--- config.mk ---
export PLATFORM = sky130hd
export DESIGN_NAME = reset_sequencer
export DESIGN_NICKNAME = d
export VERILOG_FILES = /design/src/rtl/reset_sequencer.sv
export SDC_FILE = /design/constraint.sdc
export NUM_CORES = 1
export LEC_CHECK = 0
export CORE_UTILIZATION = 50
export CTS_BUF_LIST = sky130_fd_sc_hd__clkbuf_2 sky130_fd_sc_hd__clkbuf_4 sky130_fd_sc_hd__clkbuf_8
export CTS_CLUSTER_SIZE = 30
export DETAILED_ROUTE_END_ITERATION = 16
export HOLD_SLACK_MARGIN = 0.12
export PLACE_DENSITY = 0.81
export SYNTH_ARGS = -nofsm -noshare
export SYNTH_HDL_FRONTEND = slang
export SYNTH_SLANG_ARGS = --single-unit
--- constraint.sdc ---
create_clock -name clk -period 2.2 [get_ports clk]
set_input_delay 0.33 -clock clk [delete_from_list [all_inputs] [get_ports clk]]
set_output_delay 0.33 -clock clk [all_outputs]
set_load 0.01 [all_outputs]
--- src/rtl/reset_sequencer.sv ---
// Staged per-domain reset release with software (quiesced) and watchdog in-run reset requests.
// All outputs registered; stage k drops HOLD_CYCLES + k*GAP_CYCLES edges after reset, no backpressure.
module reset_sequencer #(
  parameter int STAGES          = 3,
  parameter int HOLD_CYCLES     = 4,
  parameter int GAP_CYCLES      = 8,
  parameter int QUIESCE_TIMEOUT = 16,
  parameter int CNT_W           = 5
) (
  input  logic              clk,
  input  logic              reset,
  input  logic              sw_req,
  input  logic              wdt_req,
  input  logic              quiesce_ack,
  output logic              quiesce_req,
  output logic [STAGES-1:0] rst_stage,
  output logic              ready,
  output logic [1:0]        cause
);

  localparam int IDX_W = (STAGES > 1) ? $clog2(STAGES) : 1;

  localparam logic [1:0] ST_HOLD    = 2'd0;
  localparam logic [1:0] ST_RELEASE = 2'd1;
  localparam logic [1:0] ST_RUN     = 2'd2;
  localparam logic [1:0] ST_QUIESCE = 2'd3;

  localparam logic [1:0] CAUSE_POR     = 2'b00;
  localparam logic [1:0] CAUSE_SW      = 2'b01;
  localparam logic [1:0] CAUSE_WDT     = 2'b10;
  localparam logic [1:0] CAUSE_TIMEOUT = 2'b11;

  localparam logic [CNT_W-1:0]  HOLD_LAST = CNT_W'(HOLD_CYCLES - 1);
  localparam logic [CNT_W-1:0]  GAP_LAST  = CNT_W'(GAP_CYCLES - 1);
  localparam logic [CNT_W-1:0]  QTO_LAST  = CNT_W'(QUIESCE_TIMEOUT - 1);
  localparam logic [IDX_W-1:0]  IDX_LAST  = IDX_W'(STAGES - 1);
  localparam logic [STAGES-1:0] STAGE0    = STAGES'(1);

  logic [1:0]       state;
  logic [CNT_W-1:0] cnt;
  logic [IDX_W-1:0] idx;

  always_ff @(posedge clk) begin
    if (reset) begin
      state       <= ST_HOLD;
      cnt         <= '0;
      idx         <= '0;
      rst_stage   <= '1;
      ready       <= 1'b0;
      quiesce_req <= 1'b0;
      cause       <= CAUSE_POR;
    end else if (wdt_req) begin
      // Watchdog outranks everything and restarts the whole sequence from any state.
      state       <= ST_HOLD;
      cnt         <= '0;
      idx         <= '0;
      rst_stage   <= '1;
      ready       <= 1'b0;
      quiesce_req <= 1'b0;
      cause       <= CAUSE_WDT;
    end else begin
      case (state)
        ST_HOLD: begin
          if (cnt == HOLD_LAST) begin
            rst_stage <= rst_stage & ~STAGE0;
            cnt       <= '0;
            idx       <= IDX_W'(1);
            if (STAGES == 1) begin
              state <= ST_RUN;
              ready <= 1'b1;
            end else begin
              state <= ST_RELEASE;
            end
          end else begin
            cnt <= cnt + 1'b1;
          end
        end

        ST_RELEASE: begin
          if (cnt == GAP_LAST) begin
            rst_stage <= rst_stage & ~(STAGE0 << idx);
            cnt       <= '0;
            if (idx == IDX_LAST) begin
              state <= ST_RUN;
              ready <= 1'b1;
            end else begin
              idx <= idx + 1'b1;
            end
          end else begin
            cnt <= cnt + 1'b1;
          end
        end

        ST_RUN: begin
          // Stage resets stay released while the datapath drains.
          if (sw_req) begin
            state       <= ST_QUIESCE;
            quiesce_req <= 1'b1;
            ready       <= 1'b0;
            cnt         <= '0;
          end
        end

        ST_QUIESCE: begin
          if (quiesce_ack || cnt == QTO_LAST) begin
            state       <= ST_HOLD;
            cnt         <= '0;
            idx         <= '0;
            rst_stage   <= '1;
            quiesce_req <= 1'b0;
            cause       <= quiesce_ack ? CAUSE_SW : CAUSE_TIMEOUT;
          end else begin
            cnt <= cnt + 1'b1;
          end
        end

        default: begin
          state       <= ST_HOLD;
          cnt         <= '0;
          idx         <= '0;
          rst_stage   <= '1;
          ready       <= 1'b0;
          quiesce_req <= 1'b0;
        end
      endcase
    end
  end

endmodule

* Yosys cells after proc, flatten, opt, wreduce, memory -nomap -nowiden *
Index checks and enable logic that the tools add are counted.

word-level totals
  flip-flop bits (word level) = 16
  word-level logic and storage cells = 74

operators by class
  add/subtract/negate cells = 2
  equality and inequality tests = 13
  shift-type cells = 1
  multiplexer cells = 29
  bitwise operators = 3
  reductions and logical operators = 17

operators with widths
  cell                 number
  $mux 2               11
  $mux 5               4
  $pmux 5 s4           1
  $ne 2x2->1 const B   6
  $reduce_and 4->1     3
  $reduce_and 5->1     2
  $reduce_bool 2->1    5
  $pmux 3 s3           1
  $pmux 2 s4           1
  $eq 2x2->1 const B   3
  $mux 1               6
  $mux 3               2
  $pmux 2 s3           1
  $add 5x1->5 const B  1
  $eq 5x2->1 const B   1
  $eq 5x3->1 const B   1
  $eq 5x4->1 const B   1
  $pmux 1 s2           2
  $reduce_and 2->1     2
  $and 3x3->3          1
  $not 3->3            1
  $reduce_and 3->1     1
  $reduce_bool 3->1    1
  $shl 1x2->3 const A  1
  other kinds (6)      6

* Depth between registers and ports, before layout *
  word-level depth = 5
  gate-level depth with buffers = 7
  mapped depth without buffers = 7

* Worst setup path after synthesis *
No wires, ideal clock.

  kind = register to register
  start = register cnt[0]
  end = register idx[0]
  data arrival time = 1.898 ns
  data required time = 2.083 ns
  slack = 0.185 ns
  stages on the path, launching flop included = 8
  buffers on the path = 0
  path through = dfxtp_1 -> ha_1 -> and3_2 -> ha_1 -> nor3b_1 -> a21oi_2 -> and2_2 -> a32o_1

on the way
  longest elaborated chain between the ends = 4

RTL lines
  element                              RTL line  RTL
  from (decl)                          40        logic [CNT_W-1:0] cnt;
  from (signal assigned)               75        cnt <= cnt + 1'b1;
  from (signal assigned)               90        cnt <= cnt + 1'b1;
  from (signal assigned)               113       cnt <= cnt + 1'b1;
  $eq 5x4->1                           105       if (quiesce_ack || cnt == QTO_LAST) begin
  $logic_or 1x1->1                     105
  $ne 2x2->1 (no source line)          --
  $reduce_and 5->1 (no source line) *  --
  to (signal assigned)                 87        idx <= idx + 1'b1;
  to (decl)                            41        logic [IDX_W-1:0] idx;

Every way passes the cells marked *; elsewhere a longest branch is shown, timed or not.
A chain may end at the register's enable or synchronous reset.

* Final worst setup path *
  start = register cnt[0]
  end = register rst_stage[2]

on the way
  longest elaborated chain between the ends = 4

RTL lines
  element                              RTL line  RTL
  $eq 5x4->1                           105
  $logic_or 1x1->1                     105
  $ne 2x2->1 (no source line)          --
  $reduce_and 4->1 (no source line) *  --
  to (signal assigned)                 65        rst_stage <= rst_stage & ~STAGE0;
  to (signal assigned)                 81        rst_stage <= rst_stage & ~(STAGE0 << idx);
  to (decl)                            16        output logic [STAGES-1:0] rst_stage,

Marks and branches as above.

==> flow_summary.toml <==
[status]
outcome = "completed"

[global_route]
grt_pass1_vias = 764
grt_pass1_wl_mm = 3.24
grt_max_degree = 12
grtUsageTotal_pct = 21.4
overflow = 0
antenna_found_initial = 0

[synth]
synth_area_um2 = 955
ys_warn_count = 0
ys_types = 37
netlist.area_leader.share_pct = 33.6
yosysSeqAreaShare_pct = 33.6
synth_seq_cells = 16
yosys-top-cells-area = "dfxtp_1 34%, ha_1 13%, nand2_1 5.1%, inv_1 3.9%, a21oi_1 3.7%"
synthesis.nets = 123
syn_inst = 108
synth_top_area_cell = "dfxtp_1"
synth.avg_cell_area_um2 = 8.84

[critical_path]
critPathCaptureType = "flip-flop"
start_kind = "flip-flop"
cpMaxStageDelayCell = "a2111oi_2"
worstPathCellList = "ha_1, and3_2, ha_1, nor3b_1, buf_4, a2111oi_2, a21bo_2, nand2_1"
cp.arrival_ns = 2.17
cp_top_family = "compound AO/OA/AOI/OAI gates"
critPathKind = "flip-flop to flip-flop"
critical_path_buf_inv_count = 1
cpPeakStageDelay_ns = 0.46
crit_path_frequent_cell = "ha_1"
r2r_cells = 8
worstPathRequired_ns = 2.36
crit_fanout = 6
crit_cells = 8

[clock_network]
cts_num_sinks = 16
cts_tree = "done"
cts_resized = 0
worstSkewPairLatency_ns = 0.28
ctsHoldBuffers = 0
clk_pin_slew_ns = 0.09
clk_path_buf_depth = 2
cts_setup_buffers = 0
h-tree-depth = 1
cts-root-buf = "clkbuf_4"
cts-buffers-inserted = 3

[power_and_ir_drop]
power_frac_comb_pct = 7.1
irDropWorstVdd_mv = 0.328
p_clk_share_pct = 31.0
p_sw_share_pct = 21.8
net-switching-power_mw = 0.104
p_leak_nw = 0.385
powerDensity_nw_per_um2 = 428
p_seq_share_pct = 61.9
intPower_mw = 0.374

[die]
initial_core_util_pct = 54.1
core_area_um2 = 1760
die_h_um = 45.7
io-pin-count = 12
row_count = 15
die_area_um2 = 2090
dieWidth_um = 45.7

[placement]
place_area_um2 = 1090
port_buffers = 11
pre_cts_ws_ns = 0.211
gp_congestion = 0.896
dp_hpwl_mm = 1.49

[hold_path]
hold_class = "flip-flop to flip-flop"
whs_path_depth = 2

[sta]
hold_violations = 0
finalSetupTns_ns = 0
setup_violations = 0
clock_skew_ns = 0.00944
worst_slack_ns = 0.194
maxSlewHeadroom_pct = 71.5
tightest_slew_ns = 0.427
fmax_mhz = 498
drv_slew = 0
min_period_ns = 2.01
period_share_pct = 91.2
rsz0062_at_grt = "false"

[cells_and_area]
regArea_um2 = 320
layout-drive-gt1-share_pct = 12.2
area_growth_pct = 16.9
fill_cells = 163
diodes = 0
multiInputGateArea_um2 = 572
nets = 140
fin_area_um2 = 1120
fin_util_pct = 63.3

[detailed_routing]
wl_per_cell_um = 12.5
num_vias = 806
drc = 0
viasPerCell = 5.45
first_pass_iters = 4
drt_iter0_markers = 18
antenna_left = 0
wl_mm = 1.85

[job]
max-cap-violations = 0
==> flip-flops by register name, summed over array words and instances (netlist names) <==
name,count
cause,2
cnt,5
idx,2
quiesce_req,1
ready,1
rst_stage,3
state,2
==> synthesized netlist by cell type <==
master	instances
ha_1	10
nor3_1	1
mux2i_1	3
a211o_1	1
a21oi_2	1
o22ai_1	1
or2_2	1
nand2_1	13
or4b_4	1
nor3b_1	1
nor2b_1	1
and3_2	1
clkbuf_8	1
nand3b_1	1
a21bo_2	2
nand4bb_1	1
nand2b_1	3
xor2_1	1
nor2_1	5
a221o_1	1
a21oi_1	7
inv_1	10
nor4_1	2
a2111oi_2	1
and4bb_2	1
o21ai_0	7
a2111oi_0	1
o211ai_1	2
dfxtp_1	16
nor4b_1	1
and2_2	1
buf_6	1
a31oi_1	1
nand3_1	3
nand4_1	1
a211oi_1	2
a32o_1	1
==> worst reg2reg max path: stages, from the launching register on <==
cell and delay, ns:
dfxtp_1 0.38, ha_1 0.25, and3_2 0.20, ha_1 0.17, nor3b_1 0.06, buf_4 0.15, a2111oi_2 0.46, a21bo_2 0.21
nand2_1 0.05
==> power groups by stage <==
stage	registers (mW)	clock network, mW	logic [mW]
final	0.296	0.148	0.0341
after floorplan	0.303	0	0.0181
after CTS	0.296	0.152	0.0341
after global placement	0.302	0	0.0335
after detailed placement	0.303	0	0.0341
after global routing	0.297	0.162	0.0379
==> logic make-up after synthesis <==
family | after synthesis | synth area share [%]
xor+xnor | 1 | 0.918
buf+inv | 12 | 6.55
fa+ha+maj | 10 | 13.1
mux | 3 | 3.15
simple gates | 38 | 22.4
flops | 16 | 33.6
compound gates | 28 | 20.3
==> final cells by class <==
class	count	area share (%)
Sequential cell	16	28.7
Multi-Input combinational cell	80	51.2
Timing Repair Buffer	14	11.9
Inverter	10	3.36
Tap cell	25	2.80
Clock buffer	3	2.02
==> cells in the final DEF, fill, tap and decap left out, drive strengths merged, types with 2 or more instances in the layout <==
cell type      synthesis  layout
a211oi                 2       2
ha                    10      10
nor4                   2       2
a2111oi                2       2
buf                    1       3
nand2b                 3       3
a21oi                  8       8
mux2i                  3       3
inv                   10      10
nand3                  3       3
clkdlybuf4s50          0      11
dfxtp                 16      16
clkbuf                 1       3
a21bo                  2       2
o21ai                  7       7
nor2                   5       5
nand2                 13      13
o211ai                 2       2
==> per-layer routing <==
metal / vias up / GRT usage [%] / routed length (um)
met4: 0 / 7.06 / 19
met1: 377 / 28.4 / 874
li1: 417 / - / -
met2: 8 / 35.4 / 911
met5: - / 0 / 0
met3: 4 / 2.78 / 47
==> final timing paths <==
check / start / end / slack, ns
worst max-delay path: cnt[0]$_SDFFE_PP0N_ / rst_stage[2]$_SDFFE_PP1P_ / 0.19
worst min-delay path: cause[0]$_SDFFE_PP0P_ / cause[0]$_SDFFE_PP0P_ / 0.46
worst max register to register: cnt[0]$_SDFFE_PP0N_ / rst_stage[2]$_SDFFE_PP1P_ / 0.19
worst min register to register: cause[0]$_SDFFE_PP0P_ / cause[0]$_SDFFE_PP0P_ / 0.46
==> through the flow <==
step                hold slack (ns)  total power, mW  std cells
floorplan                     0.402            0.321        108
global placement              0.434            0.336        145
detailed placement            0.445            0.337        145
CTS                           0.458            0.483        148
global route                  0.499            0.497        148
finish                        0.458            0.478        148
Power figures use the tool's default switching activity.
